**config.mk**
```make
export PLATFORM = sky130hd
export DESIGN_NAME = data_mem_responder
export DESIGN_NICKNAME = d
export VERILOG_FILES = /design/src/rtl/data_mem_responder.sv
export SDC_FILE = /design/constraint.sdc
export NUM_CORES = 2
export LEC_CHECK = 0
export ABC_AREA = 1
export CAP_MARGIN = 20
export CORE_ASPECT_RATIO = 1.25
export CORE_MARGIN = 2
export CORE_UTILIZATION = 35
export CTS_CLUSTER_SIZE = 24
export DETAILED_ROUTE_END_ITERATION = 12
export PLACE_DENSITY = 0.6
export SLEW_MARGIN = 20
export SYNTH_ARGS = -nofsm -noshare
export SYNTH_HDL_FRONTEND = slang
export SYNTH_SLANG_ARGS = --single-unit
```
**constraint.sdc**
```tcl
create_clock -name clk -period 4.7 [get_ports clk]
set_clock_uncertainty 0.2 [all_clocks]
set_input_delay 0.94 -clock clk [delete_from_list [all_inputs] [get_ports clk]]
set_output_delay 0.94 -clock clk [all_outputs]
set_load 0.03 [all_outputs]
```
**src/rtl/data_mem_responder.sv**
```systemverilog
// data_mem_responder: multi-cycle word memory answering one MEM-stage load/store at a time
module data_mem_responder #(
  parameter int DEPTH       = 64,
  parameter int BASE_ADDR   = 1024,
  parameter int WAIT_CYCLES = 3
) (
  input  logic        clk,
  input  logic        rst,
  input  logic        req_rd_en,
  input  logic        req_wr_en,
  input  logic [31:0] req_addr,
  input  logic [31:0] req_wdata,
  output logic [31:0] rsp_rdata,
  output logic        rsp_ready,
  output logic        busy,
  output logic        addr_err
);
  localparam int AW = DEPTH > 1 ? $clog2(DEPTH) : 1;
  localparam int CW = WAIT_CYCLES > 1 ? $clog2(WAIT_CYCLES) : 1;
  typedef enum logic [1:0] {IDLE, WAIT, DONE} state_t;
  state_t        state_q, state_d;
  logic [CW-1:0] cnt_q, cnt_d;
  logic          rd_q, rd_d, wr_q, wr_d;
  logic [31:0]   addr_q, addr_d, wdata_q, wdata_d, rdata_q, rdata_d;
  logic [31:0]   mem [DEPTH];
  logic [31:0]   off;
  logic [AW-1:0] idx;
  logic          illegal, commit;
  assign off       = addr_q - 32'(BASE_ADDR);
  assign idx       = off[AW+1:2];
  assign illegal   = (rd_q & wr_q) | (addr_q < 32'(BASE_ADDR)) | ((off >> 2) >= 32'(DEPTH)) | (addr_q[1:0] != 2'b00);
  assign commit    = (state_q == WAIT) && (cnt_q == '0);
  assign rsp_ready = state_q == DONE;
  assign busy      = state_q == WAIT;
  assign addr_err  = rsp_ready & illegal;
  assign rsp_rdata = rdata_q;
  // next state: latch the request in IDLE, count down in WAIT, load read data on the edge into DONE
  always_comb begin
    state_d = state_q;
    cnt_d   = cnt_q;
    rd_d    = rd_q;
    wr_d    = wr_q;
    addr_d  = addr_q;
    wdata_d = wdata_q;
    rdata_d = rdata_q;
    if (state_q == IDLE) begin
      if (req_rd_en | req_wr_en) begin
        rd_d    = req_rd_en;
        wr_d    = req_wr_en;
        addr_d  = req_addr;
        wdata_d = req_wdata;
        cnt_d   = CW'(WAIT_CYCLES - 1);
        state_d = WAIT;
      end
    end else if (state_q == WAIT) begin
      cnt_d   = commit ? cnt_q : cnt_q - 1'b1;
      state_d = commit ? DONE : WAIT;
      rdata_d = (commit && rd_q) ? (illegal ? 32'h0 : mem[idx]) : rdata_q;
    end else begin
      state_d = IDLE;
    end
  end
  // state and request registers
  always_ff @(posedge clk) begin
    if (rst) begin
      state_q <= IDLE;
      cnt_q   <= '0;
      rd_q    <= 1'b0;
      wr_q    <= 1'b0;
      addr_q  <= '0;
      wdata_q <= '0;
      rdata_q <= '0;
    end else begin
      state_q <= state_d;
      cnt_q   <= cnt_d;
      rd_q    <= rd_d;
      wr_q    <= wr_d;
      addr_q  <= addr_d;
      wdata_q <= wdata_d;
      rdata_q <= rdata_d;
    end
  end
  // array write commits on the edge into DONE; a reset in WAIT discards it
  always_ff @(posedge clk) begin
    if (!rst && commit && wr_q && !illegal) mem[idx] <= wdata_q;
  end
endmodule
```
# Word-level counts from Yosys, hierarchy flattened
# Memory sizes are Yosys's and may differ from the RTL's.
# Cells that the tools add are included.
# classes
n_addsub	2
magnitude_cmp	2
eq_ne	4
n_mux	11
bitwise_logic	7
reduce_logical	14
# ops
operator	count
< comparator 32 x 11 -> 1 bit (second input constant)	1
2-to-1 mux 32 bit	1
subtractor 32 x 11 -> 32 bit (second input constant)	1
greater-or-equal comparator 30 x 7 -> 1 bit (second input constant)	1
2-to-1 mux 2 bit	8
AND reduction 3 bit	2
logical AND 1 bit	5
zero test 2 bit	2
inequality test 2 x 1 -> 1 bit (second input constant)	2
OR 1 bit	4
nonzero test 2 bit	2
AND 1 bit	2
== test 2 x 1 -> 1 bit (second input constant)	1
== test 2 bit (second input constant)	1
zero test 1 bit	2
2-to-1 mux 1 bit	2
AND reduction 2 bit	1
subtractor 2 x 1 -> 2 bit (second input constant)	1
NOT 1 bit	1
# totals
ff_bits	102
mem_bits_rw	2048
inputBits	68
out_inout_bits	35
word_cells	48
mem_count	1
# mem_list
name	words	width	rd	rd_clocked_by_memory_dff	wr	line_no	source
mem	64	32	1	0	1	25	logic [31:0] mem [DEPTH];

# Logic depth before layout (Yosys ltp)
# depth
depth_word	8
mapped_depth	17
depth_no_buf	14

# Least setup slack after synthesis
# OpenSTA, ideal clock, no wires.
# synth_timing
kind	reg-to-reg
from	register state_q[0]
to	memory mem[0][0] (enable)
setup_time_ps	461
arrival_time_ps	3820
required_ps	4039
setup_slack_ps	219
stages_incl_launch_ff	8
path_buffers	1
period_less_slack_ps	4481
path_cell_list	dfxtp_1 -> inv_1 -> nor2_1 -> nand2_1 -> nor3b_1 -> nand2_4 -> buf_6 -> nor3_1
# synth_via
elab_chain_cells	7
# synth_rtl
item	line_no	source
start, declared	21	state_t state_q, state_d;
start signal, assigned	74	state_q <= state_d;
== test 2 x 1 -> 1 bit	--	
via busy	15	output logic busy,
logical AND 1 bit	32	assign commit = (state_q == WAIT) && (cnt_q == '0);
logical AND 1 bit (3 in series)	85	if (!rst && commit && wr_q && !illegal) mem[idx] <= wdata_q;
2-to-1 mux 1 bit	85	
2-to-1 mux 1 bit (implied by the code)	85	
end, declared	25	
# The timed path passes the listed nets, and every way through them passes these cells.

# Worst setup path after layout
# layout_timing
from	register addr_q[12]
to	output addr_err
# layout_via
elab_chain_cells	5
elab_cells_between_ends	7
cone_classes	add/sub: 1; order compare: 2; bitwise: 4
# layout_rtl
item	line_no	source
start, declared	24	logic [31:0] addr_q, addr_d, wdata_q, wdata_d, rdata_q, rdata_d;
start signal, assigned	78	addr_q <= addr_d;
subtractor 32 x 11 -> 32 bit / < comparator 32 x 11 -> 1 bit (equally long branches)	29, 31	
greater-or-equal comparator 30 x 7 -> 1 bit / OR 1 bit (equally long branches)	31	assign illegal = (rd_q & wr_q) | (addr_q < 32'(BASE_ADDR)) | ((off >> 2) >= 32'(DEPTH)) | (addr_q[1:0] != 2'b0 ...
OR 1 bit * (2 in series)	31	
AND 1 bit *	35	assign addr_err = rsp_ready & illegal;
end, declared	16	output logic addr_err
# Every way passes the cells marked *; elsewhere a longest branch is shown, timed or not.

==> run summary <==
Outcome - completed
Max Slew Vio Count - 0
Share of the synthesized area in the top cell type - 0.697
Largest net degree at the start of global routing - 171
DR DRC count - 0
CP arrival - 3.08 ns
Total track usage - 0.193
CTS tree - built
Hold Crit Class - reg2reg
Max-Cap Viols - 0
I/O pins - 103
Die area - 256,000 um^2
Worst-Skew Late Latency - 0.85 ns
Area Overhead vs Synth - 13.6%
Register bit count reported by yosys - 2,150
Worst Path Required - 3.56 ns
Setup Buffers After CTS - 0
Fill count - 23.8k
PD cells - 418 nW/um^2
Synth top area cells - edfxtp_1, nand2_1, nor2_1, nand3_1, inv_1
Mapped Nets - 8,218
Initial Utilization - 0.351
Mapped Cells - 8,149
Post-layout worst setup margin - 0.476 ns
Critical path class - reg2out
WL final - 252,000 um
Slew @ Worst Pin - 1.19 ns
Post-CTS resize count - 0
Total power - 41.9 mW
Layout Cells excl Fill - 11.7k
Unique masters post-synth - 29
LEAKAGE - 39.0 nW
Worst slew margin - 0.210
Placed insts - 11.4k
Synth warn - 0
Final Hold Vio Count - 0
Kind of end point of the critical path - primary output
Register area - 63,600 um^2
Multi-input gate area - 21,200 um^2
Min cycle time layout - 4.22 ns
Hold Worst Slack - 0.265 ns
Commonest non-fill, non-tap cells in the layout - nand2_1, edfxtp_1, nor2_1
Port Buffer Count - 102
DP Wirelength - 148,000 um
Setup total negative slack - 0 ns
Root buf cell - clkbuf_16
Die width - 453 um
Num Clock Sinks - 2,150
Synthesized area - 88,200 um^2
Post-DRT Antenna Nets - 0
Setup violators final - 0
Worst slack, placed - 1.04 ns
Post-synth top area cell - edfxtp_1
Congestion Overflow GR - 0
Detailed Route Iter0 Violations - 6,630
CTS Buf Count - 197
Clock transition at path regs - 0.07 ns
Initial antenna violation count - 9
TritonRoute pass-1 iters - 5
Most common cell after layout, fill and taps aside - nand2_1
Syn Area/Cell - 10.8 um^2
Sequential area share after synthesis - 0.720
H-tree levels - 4
Maximum VDD drop - 0.000282 V
Final worst-path cycle share - 0.899
Total number of vias - 58.4k
First-pass GRT wire length - 369,000 um
Cell Rows - 206
CP startpoint kind - flop
Share of cells above drive strength 1 - 0.0739
GPL Wtd Cong - 0.886
CTS max path bufs - 4
Die Span Y - 565 um
# nets final - 8,301
Max frequency - 237 MHz
Hold_buf cts - 0
Vias in the first global route - 56.7k
Unrepaired setup endpoints after global routing - false
Post-DR vias/cell - 4.99
Core area - 251,000 um^2
Wire length per cell - 21.5 um
Crit Path Max Fanout - 6
-- worst max-delay path, stage by stage, from the launching register on --
cell	delay (ns)
dfxtp_1	0.32
nor2_1	0.17
nand2_2	0.15
nor2_2	0.16
nand2_1	0.12
nor2_1	0.14
xor2_1	0.15
nand3_1	0.15
o21ai_0	0.21
inv_1	0.07
clkdlybuf4s50_1	0.60
-- metal layers --
metal | GRT usage | vias up | part of all wire
met1 | 0.251 | 28600 | 0.40
met3 | 0.0208 | 442 | 0.068
met5 | 0 | - | 0
met4 | 0.0863 | 0 | 0.048
li1 | - | 27200 | -
met2 | 0.324 | 2146 | 0.48
-- synth_stat cells --
master    instances
nand2_4           1
buf_4             4
a21oi_1         137
nor2_1          713
nand4_1         123
nand2_1        3100
o211ai_1          2
edfxtp_1       2048
buf_1            45
nor3_1           23
clkinv_1          1
inv_2             8
inv_1           572
a221oi_1          1
buf_6             3
o21ai_0         284
ha_1              1
nor3_2           52
nor2_2            3
nor2_4            3
clkbuf_1        242
nand2_2           3
nand3_1         533
nor3b_1           1
or2_2             7
buf_2           134
o21ai_1           2
dfxtp_1         102
xor2_1            1
-- cells by family after synthesis --
kind of cell,share of synthesized area
adder cells (fa/ha/maj),0.000142
AND/OR/NAND/NOR,0.210
AO/OA/AOI/OAI,0.0243
flip-flops,0.720
buffers and inverters,0.0453
XOR/XNOR,0.0000993
-- report_power, final --
| part | leakage, nW | internal (mW) | switching, mW |
|---|---|---|---|
| logic | 16.6 | 1.12 | 3.48 |
| registers | 19.5 | 21.3 | 0.365 |
| clock network | 3.01 | 8.77 | 6.90 |
-- worst paths after layout --
path                                to                     start  cells past startpoint  slack [ns]
min           wdata_q[22]$_SDFFE_PP0P_  wdata_q[22]$_SDFFE_PP0P_                      2        0.27
max                           addr_err   addr_q[12]$_SDFFE_PP0P_                     10        0.48
min reg2reg   wdata_q[22]$_SDFFE_PP0P_  wdata_q[22]$_SDFFE_PP0P_                      2        0.27
max reg2reg  rsp_rdata[9]$_SDFFE_PP0P_    addr_q[2]$_SDFFE_PP0P_                     13        0.97
-- stage by stage --
| stage | cell area [um^2] | utilization |
|---|---|---|
| after floorplan | 88200 | - |
| after global placement | 94000 | 0.374 |
| after detailed placement | 94000 | 0.374 |
| after CTS | 100000 | 0.399 |
| after global routing | 100000 | 0.399 |
| final | 100000 | 0.399 |
-- registers in the layout (all words and copies together), names as in the netlist --
name / cells
state_q: 2
rd_q: 1
wr_q: 1
rsp_rdata: 32
addr_q: 32
wdata_q: 32
mem: 2048
cnt_q: 2
-- layout make-up --
class,count,share of cell area
multi-input cells,4990,0.211
clock inverters,87,0.00814
flip-flops and latches,2150,0.635
clock buffers,260,0.0531
repair buffers,312,0.0291
well taps,3328,0.0416
diodes,4,0.0000999
inverters,581,0.0220
Power figures use the tool's default switching activity.
